**src/rtl/i2c_pkg.sv**
```systemverilog
// Shared definitions for the I2C bit-level blocks: bit-FSM states,
// default SCL timing and the phase-counter width helper.
package i2c_pkg;

  typedef enum logic [1:0] {
    IDLE,
    LOW,
    HIGH,
    DONE
  } bit_state_t;

  localparam int unsigned LOW_CYCLES_DEF   = 4;
  localparam int unsigned HIGH_CYCLES_DEF  = 4;
  localparam int unsigned SAMPLE_CYCLE_DEF = 2;

  // Bits needed to hold a phase count of up to max(a, b).
  function automatic int unsigned cnt_width(input int unsigned a, input int unsigned b);
    int unsigned m;
    m = (a > b) ? a : b;
    return (m < 2) ? 1 : $clog2(m + 1);
  endfunction

endpackage

```
**src/rtl/i2c_sync_2ff.sv**
```systemverilog
// Two-flop synchronizer for asynchronous pad inputs (SCL/SDA sensing),
// synchronous active-high reset to RESET_VAL.
module i2c_sync_2ff #(
  parameter logic RESET_VAL = 1'b1
) (
  input  logic i_clk,
  input  logic i_rst,
  input  logic i_d,
  output logic o_q
);

  logic r_meta;
  logic r_sync;

  always_ff @(posedge i_clk) begin
    if (i_rst) begin
      r_meta <= RESET_VAL;
      r_sync <= RESET_VAL;
    end else begin
      r_meta <= i_d;
      r_sync <= r_meta;
    end
  end

  assign o_q = r_sync;

endmodule

```
**src/rtl/i2c_master_read_bit.sv**
```systemverilog
// Bit-level I2C master receiver: one SCL pulse per go, SDA sampled in the
// high phase, result on data with a one-cycle finish strobe.
module i2c_master_read_bit
  import i2c_pkg::*;
#(
  parameter int unsigned LOW_CYCLES   = LOW_CYCLES_DEF,
  parameter int unsigned HIGH_CYCLES  = HIGH_CYCLES_DEF,
  parameter int unsigned SAMPLE_CYCLE = SAMPLE_CYCLE_DEF
) (
  input  logic clock,
  input  logic reset,
  input  logic go,
  output logic finish,
  output logic data,
  output logic scl,
  input  logic sda
);

  localparam int unsigned CW = cnt_width(LOW_CYCLES, HIGH_CYCLES);
  localparam logic [CW-1:0] LOW_LAST  = CW'(LOW_CYCLES);
  localparam logic [CW-1:0] HIGH_LAST = CW'(HIGH_CYCLES);
  localparam logic [CW-1:0] SAMPLE_AT = CW'(SAMPLE_CYCLE);
  localparam logic [CW-1:0] CNT_ONE   = CW'(1);

  bit_state_t    r_state, w_state_nx;
  logic [CW-1:0] r_cnt, w_cnt_nx;
  logic          r_scl, w_scl_nx;
  logic          r_finish, w_finish_nx;
  logic          r_data, w_data_nx;
  logic          w_sda_s;

  i2c_sync_2ff #(.RESET_VAL(1'b1)) u_sda_sync (
    .i_clk (clock),
    .i_rst (reset),
    .i_d   (sda),
    .o_q   (w_sda_s)
  );

  always_ff @(posedge clock) begin
    if (reset) begin
      r_state  <= IDLE;
      r_cnt    <= '0;
      r_scl    <= 1'b1;
      r_finish <= 1'b0;
      r_data   <= 1'b0;
    end else begin
      r_state  <= w_state_nx;
      r_cnt    <= w_cnt_nx;
      r_scl    <= w_scl_nx;
      r_finish <= w_finish_nx;
      r_data   <= w_data_nx;
    end
  end

  // Next values are computed for the registered outputs, so scl/finish
  // change on the same edge as the state they belong to.
  always_comb begin
    w_state_nx  = r_state;
    w_cnt_nx    = r_cnt;
    w_scl_nx    = r_scl;
    w_finish_nx = 1'b0;
    w_data_nx   = r_data;
    unique case (r_state)
      IDLE: begin
        if (go) begin
          w_state_nx = LOW;
          w_cnt_nx   = CNT_ONE;
          w_scl_nx   = 1'b0;
        end
      end
      LOW: begin
        if (r_cnt == LOW_LAST) begin
          w_state_nx = HIGH;
          w_cnt_nx   = CNT_ONE;
          w_scl_nx   = 1'b1;
        end else begin
          w_cnt_nx = r_cnt + 1'b1;
        end
      end
      HIGH: begin
        if (r_cnt == SAMPLE_AT) begin
          w_data_nx = w_sda_s;
        end
        if (r_cnt == HIGH_LAST) begin
          w_state_nx  = DONE;
          w_cnt_nx    = '0;
          w_scl_nx    = 1'b0;
          w_finish_nx = 1'b1;
        end else begin
          w_cnt_nx = r_cnt + 1'b1;
        end
      end
      DONE: begin
        w_scl_nx = 1'b0;
        if (go) begin
          w_state_nx = LOW;
          w_cnt_nx   = CNT_ONE;
        end else begin
          w_state_nx = IDLE;
          w_cnt_nx   = '0;
        end
      end
      default: begin
        w_state_nx = IDLE;
        w_cnt_nx   = '0;
      end
    endcase
  end

  assign scl    = r_scl;
  assign finish = r_finish;
  assign data   = r_data;

endmodule

```
**config.mk**
```make
export PLATFORM = sky130hd
export DESIGN_NAME = i2c_master_read_bit
export DESIGN_NICKNAME = d
export VERILOG_FILES = /design/src/rtl/i2c_pkg.sv /design/src/rtl/i2c_sync_2ff.sv /design/src/rtl/i2c_master_read_bit.sv
export SDC_FILE = /design/constraint.sdc
export NUM_CORES = 1
export LEC_CHECK = 0
export ABC_AREA = 1
export CORE_MARGIN = 5
export CORE_UTILIZATION = 35
export CTS_CLUSTER_SIZE = 28
export DETAILED_ROUTE_END_ITERATION = 10
export PLACE_DENSITY = 0.54
export SYNTH_ARGS = -nofsm -noshare
export SYNTH_HDL_FRONTEND = slang
export SYNTH_SLANG_ARGS = --single-unit
```
**constraint.sdc**
```tcl
create_clock -name clock -period 1.33 [get_ports clock]
set_input_delay 0.133 -clock clock [delete_from_list [all_inputs] [get_ports clock]]
set_output_delay 0.133 -clock clock [all_outputs]
set_load 0.01 [all_outputs]
```
==> impl_metrics.json, run 1 <==
{
  "core_um2": 1506,
  "cp-start-kind": "register",
  "grt_pass1_wl_um": 2083,
  "cp-end-kind": "output port",
  "drive_gt1_frac": 0.2976,
  "post-route-util": 0.4925,
  "max-clock-path-buffers": 2,
  "ios": 7,
  "yosysUniqueCellTypes": 17,
  "outcome": "finished clean",
  "dp_cells": 96,
  "die_h_um": 50.07,
  "hold_viol_final": 0,
  "finalCriticalPeriod_ns": 1.255,
  "maxSlewHeadroom": 0.8503,
  "path_buf_inv": 1,
  "antennaDiodeCount": 0,
  "p_leak_nw": 0.3335,
  "p_total_mw": 1.323,
  "worstSetupEndpoint": "data",
  "cts.sinks": 10,
  "p_per_area_nw_per_um2": 1783,
  "critPathMaxFanout": 2,
  "syn_nets": 83,
  "fin_worst_skew_ns": 0.0006810,
  "area_growth_pct": 32.07,
  "cp_slowest_stage_delay_ns": 0.53,
  "hp-class": "reg2reg",
  "yosysWarnings": 0,
  "r2r_cells": 6,
  "holdWs_ns": 0.4091,
  "gr-total-overflow": 0,
  "fmax_mhz": 797.1,
  "synthCells": 71,
  "start_util": 0.3729,
  "worst_pin_slew_ns": 0.2239,
  "design_area_um2": 742.0,
  "required_ns": 1.20,
  "dieArea_um2": 2507,
  "ys_ff_latch": 10,
  "finalSetupViolCount": 0,
  "crit_start": "data$_SDFFE_PP0P_",
  "grt_pass1_vias": 470,
  "post_dp_cell_area_um2": 664.4,
  "peakVddDrop_uv": 857.3,
  "drc": 0,
  "cts-root-buf": "clkbuf_4",
  "detail_route.wl_per_cell_um": 11.68,
  "htree_levels": 1,
  "finalCritPeriodShare": 0.9433,
  "cts_inserted_buffers": 3,
  "nFillCells": 155,
  "final_antenna_net_count": 0,
  "fin_setup_tns_ns": 0,
  "num_rows": 14,
  "antenna_found_initial": 0,
  "synth.yosys.seq_area_share": 0.3563,
  "maxSlewViolCount": 0,
  "via_count": 463,
  "clkTransAtPathRegs_ns": 0.06,
  "grt_max_degree": 7,
  "nets": 97,
  "dp_hpwl_um": 903.4,
  "grt_usage": 0.1093,
  "arrival_ns": 1.12,
  "r2r-end": "r_cnt[1]$_SDFFE_PP0P_",
  "r2r_setup_slack_ns": 0.11,
  "crit_path_cell_trace": "clkdlybuf4s50_1",
  "cts_tree": "built",
  "critPathTopFamily": "buffers and inverters",
  "routed_wl_um": 1168,
  "die_w_um": 50.07,
  "syn_avg_cell_area_um2": 7.913,
  "first_iter_violations": 10,
  "dr.pass1.iters": 5,
  "critPathKind": "reg2out",
  "cp.depth": 1,
  "clk_latency_ns": 0.26,
  "place_congestion": 0.8191,
  "final.setup.worst_slack_ns": 0.07545,
  "cts_setup_buffers": 0,
  "regToRegStartpoint": "r_state[0]$_SDFFE_PP0P_",
  "cap_violations": 0,
  "viasPerCell": 4.630,
  "port_buffers": 6,
  "crit_slowest_cell": "clkdlybuf4s50_1",
  "place_ws_ns": 0.008251,
  "netlist_area_um2": 561.8,
  "final_cells": 100
}
==> area by class of cell <==
class,instances,area [um^2],area share
well taps,16,20.02,0.02698
flip-flops and latches,10,206.4,0.2782
clock buffers,4,36.28,0.04890
repair buffers,9,85.08,0.1147
multi-input cells,50,352.8,0.4755
inverters,11,41.29,0.05565
==> per-layer routing <==
| layer | share of wire | vias up | GRT usage |
|---|---|---|---|
| li1 | - | 252 | - |
| met1 | 0.47 | 207 | 0.1475 |
| met4 | 0 | 0 | 0.01310 |
| met3 | 0.033 | 0 | 0.06325 |
| met5 | 0 | - | 0 |
| met2 | 0.50 | 4 | 0.1527 |
==> cells in the mapped netlist <==
| master | count | area share |
|---|---|---|
| nor2_2 | 1 | 0.011 |
| inv_1 | 9 | 0.060 |
| nand3_1 | 4 | 0.036 |
| dfxtp_1 | 10 | 0.36 |
| inv_2 | 2 | 0.013 |
| nand2_4 | 2 | 0.040 |
| nand2_1 | 13 | 0.087 |
| o21ai_1 | 3 | 0.027 |
| a21oi_2 | 2 | 0.031 |
| ha_1 | 8 | 0.18 |
| nor2_1 | 3 | 0.020 |
| o21ai_0 | 1 | 0.0089 |
| or2_2 | 2 | 0.022 |
| a21oi_1 | 5 | 0.045 |
| nor3_1 | 1 | 0.0089 |
| nand4_1 | 2 | 0.022 |
| nand2_2 | 3 | 0.033 |
==> registers in the layout, summed over array words and instances, names as in the netlist <==
register	cells
data	1
u_sda_sync.r_meta	1
r_cnt	3
finish	1
r_state	2
u_sda_sync.o_q	1
scl	1
==> how the worst min path moves through the flow <==
stage / startpoint / to / slack [ns] / depth (start not counted)
final: u_sda_sync.r_meta$_SDFF_PP1_ / u_sda_sync.o_q$_SDFF_PP1_ / 0.41 / 1
after global routing: u_sda_sync.r_meta$_SDFF_PP1_ / u_sda_sync.o_q$_SDFF_PP1_ / 0.43 / 1
after CTS: u_sda_sync.r_meta$_SDFF_PP1_ / u_sda_sync.o_q$_SDFF_PP1_ / 0.41 / 1
after detailed placement: u_sda_sync.r_meta$_SDFF_PP1_ / u_sda_sync.o_q$_SDFF_PP1_ / 0.39 / 1
after global placement: u_sda_sync.r_meta$_SDFF_PP1_ / u_sda_sync.o_q$_SDFF_PP1_ / 0.39 / 1
after floorplan: reset / r_state[0]$_SDFFE_PP0P_ / 0.20 / 1
==> what timing repair did <==
item,CTS,global route
hold buffers,0,0
setup endpoints to repair,1,7
gates resized for setup,1,11
pin swaps,0,2
==> logic make-up after synthesis <==
logic type / Yosys count / share of synthesized area
compound gates: 11 / 0.1113
fa+ha+maj: 8 / 0.1782
buf+inv: 11 / 0.07350
flops: 10 / 0.3563
simple gates: 31 / 0.2806
==> placed cells by master, fill, tap and decap left out, types with 2 or more instances in the layout <==
cell type	synthesis	routed
nand2_1	13	13
inv_1	9	8
dfxtp_1	10	7
ha_1	8	6
a21oi_1	5	5
clkdlybuf4s50_1	0	5
nand3_1	4	4
inv_2	2	3
nand2_4	2	3
o21ai_1	3	3
nor2_1	3	3
clkbuf_4	0	3
buf_4	0	3
or2_2	2	2
nand2_2	3	2
nand4_1	2	2
dfxtp_2	0	2
==> power breakdown <==
part | leakage [nW] | total, mW | internal [mW] | switching, mW
combinational | 0.229 | 0.641 | 0.268 | 0.372
sequential | 0.0833 | 0.415 | 0.368 | 0.0473
clock | 0.0210 | 0.267 | 0.166 | 0.101
total | 0.334 | 1.32 | 0.802 | 0.521
Power figures use the tool's default switching activity.
==> run 2, diff against run 1 <==
ABC_AREA = unset   (was 1)
==> impl_metrics.json, run 2 <==
{
  "worst_pin_slew_ns": 0.3892,
  "r2r-end": "r_state[0]$_SDFFE_PP0P_",
  "clkTransAtPathRegs_ns": 0.07,
  "cap_violations": 0,
  "critPathKind": "reg2reg",
  "final_common_cell": "buf_4",
  "syn_avg_cell_area_um2": 9.341,
  "p_int_mw": 1.108,
  "drive_gt1_frac": 0.4198,
  "top_register": "r_cnt",
  "max-clock-path-buffers": 2,
  "cts_tree": "built",
  "cp-start-kind": "register",
  "grt_max_degree": 12,
  "r2r_setup_slack_ns": -0.11,
  "die_w_um": 49.35,
  "arrival_ns": 1.63,
  "finalSetupViolCount": 2,
  "p_leak_nw": 0.3910,
  "routed_wl_um": 1201,
  "dr.pass1.iters": 4,
  "fin_worst_skew_ns": 0.01007,
  "pwr-share-comb": 0.585,
  "detail_route.wl_per_cell_um": 12.38,
  "finalCritPeriodShare": 1.083,
  "peakVddDrop_uv": 991.3,
  "antennaDiodeCount": 0,
  "maxSlewHeadroom": 0.7397,
  "rsz0062_at_grt": "true",
  "clk_latency_ns": 0.27,
  "netlist_top_cells_area": "dfxtp_1, ha_1, a21oi_1",
  "final.setup.worst_slack_ns": -0.1107,
  "synth.yosys.seq_area_share": 0.3695,
  "synthFlopType": "dfxtp_1",
  "area_growth_pct": 60.28,
  "gr-total-overflow": 0,
  "yosys.area.top_type": "dfxtp_1",
  "viasPerCell": 4.794,
  "drc": 0,
  "num_rows": 14,
  "fmax_mhz": 694.1,
  "place_congestion": 0.7098,
  "hold_viol_final": 0,
  "ys_ff_latch": 10,
  "r2r_cells": 5,
  "post-synth-top-count-cell": "dfxtp_1",
  "yosysUniqueCellTypes": 25,
  "synth_enable_flop_cells": 0,
  "syn_nets": 70,
  "yosysWarnings": 0,
  "final_antenna_net_count": 0,
  "synthTopCellsByCount": "dfxtp_1, ha_1, inv_1",
  "cts.sinks": 10,
  "core_um2": 1489,
  "grt_usage": 0.1106,
  "regToRegStartpoint": "r_state[1]$_SDFFE_PP0P_",
  "dieArea_um2": 2435,
  "port_buffers": 6,
  "start_util": 0.3639,
  "outcome": "finished with violations",
  "cts-root-buf": "clkbuf_4",
  "finalCriticalPeriod_ns": 1.441,
  "cts_inserted_buffers": 3,
  "post_dp_cell_area_um2": 773.2,
  "required_ns": 1.52,
  "mostFrequentLayoutCells": "buf_4, dfxtp_1, a21oi_1",
  "antenna_found_initial": 0,
  "clkPwrFrac": 0.157,
  "top_regs": "r_cnt x3, r_state x2",
  "power.switching_uw": 635.5,
  "async_flop_share": 0,
  "maxSlewViolCount": 0,
  "synthCells": 58,
  "dp_hpwl_um": 875.4,
  "worstSetupEndpoint": "r_state[0]$_SDFFE_PP0P_",
  "failed_checks": "negative setup slack",
  "synth_top_area_frac": 0.3695,
  "largest_reg_flops": 3,
  "htree_levels": 1,
  "netlist_area_um2": 541.8,
  "crit_start": "r_state[1]$_SDFFE_PP0P_",
  "p_total_mw": 1.743,
  "first_iter_violations": 16,
  "nets": 94,
  "design_area_um2": 868.3,
  "die_h_um": 49.35,
  "cp-end-kind": "register",
  "seqPwrFrac": 0.258,
  "grt_pass1_vias": 443,
  "p_per_area_nw_per_um2": 2008,
  "place_ws_ns": -0.1280,
  "critPathMaxFanout": 4,
  "grt_pass1_wl_um": 2014,
  "hp-class": "reg2reg",
  "p_sw_frac": 0.3645,
  "via_count": 465,
  "ios": 7
}
## run 2: cell types whose count changed after synthesis, sizes merged, moves of 2 or more
cell | before | now
o21ai | 4 | 2
nand3 | 4 | 1
nand3b | 0 | 2
a21oi | 7 | 5
inv | 11 | 6
nand4 | 2 | 0
nand2 | 18 | 3
## run 2: worst max-delay path: stages, from the launching register on
cell and delay [ns]:
dfxtp_4 0.39, inv_4 0.05, ha_4 0.17, a2bb2oi_4 0.18, or4_1 0.47, a21oi_1 0.12
## run 2: how the worst min path moves through the flow
stage                                 start                      endpoint  slack [ns]  cells past startpoint
3_5_place_dp   u_sda_sync.r_meta$_SDFF_PP1_     u_sda_sync.o_q$_SDFF_PP1_        0.40                      1
6_report       u_sda_sync.r_meta$_SDFF_PP1_     u_sda_sync.o_q$_SDFF_PP1_        0.40                      1
4_1_cts        u_sda_sync.r_meta$_SDFF_PP1_     u_sda_sync.o_q$_SDFF_PP1_        0.40                      1
3_3_place_gp   u_sda_sync.r_meta$_SDFF_PP1_     u_sda_sync.o_q$_SDFF_PP1_        0.39                      1
5_1_grt        u_sda_sync.r_meta$_SDFF_PP1_     u_sda_sync.o_q$_SDFF_PP1_        0.41                      1
2_1_floorplan                           sda  u_sda_sync.r_meta$_SDFF_PP1_        0.23                      1
## run 2: layer usage
metal	GRT usage	vias up	wire length, um
li1	-	249	-
met1	0.1492	206	599
met2	0.1524	10	541
met3	0.06728	0	61
met4	0.01345	0	0
met5	0	-	0
## run 2: logic make-up (layout without fill, tap and decap cells)
group / count (synthesis) / count (layout) / share of synthesized area
and+or+nand+nor: 17 / 17 / 0.1755
AOI/OAI and AO/OA: 14 / 14 / 0.1825
DFF: 10 / 10 / 0.3695
buffers and inverters: 8 / 31 / 0.06927
muxes: 1 / 1 / 0.01848
adders and majority gates: 8 / 8 / 0.1848
## run 2: power by group through the flow
stage	Clock (mW)	Combinational [mW]	Sequential [mW]
6_report	0.274	1.02	0.450
5_1_grt	0.306	1.12	0.459
4_1_cts	0.288	0.923	0.440
3_5_place_dp	0	0.870	0.449
3_3_place_gp	0	0.877	0.449
2_1_floorplan	0	0.520	0.445
## run 2: cell type report
cell class,instances,area [um^2]
fill,120,620.6
inverter,6,27.53
multi-input combinational,40,394.1
timing repair buffer,21,181.4
sequential,10,209.0
tap,16,20.02
clock buffer,4,36.28
## run 2: stage by stage
step	hold slack, ns	TNS, ns	utilization	cells
3_5_place_dp	0.3968	-0.2390	0.5193	91
2_1_floorplan	0.2301	-0.09857	-	58
6_report	0.3995	-0.1808	0.5832	97
3_3_place_gp	0.3879	-0.1864	0.5193	91
5_1_grt	0.4133	-0.4677	0.5832	97
4_1_cts	0.4024	-0.1803	0.5529	96
## run 2: what timing repair did
item	CTS	global route
setup buffers	1	1
setup endpoints to repair	3	6
hold buffers	0	0
pin swaps	1	0
resized for setup	3	11
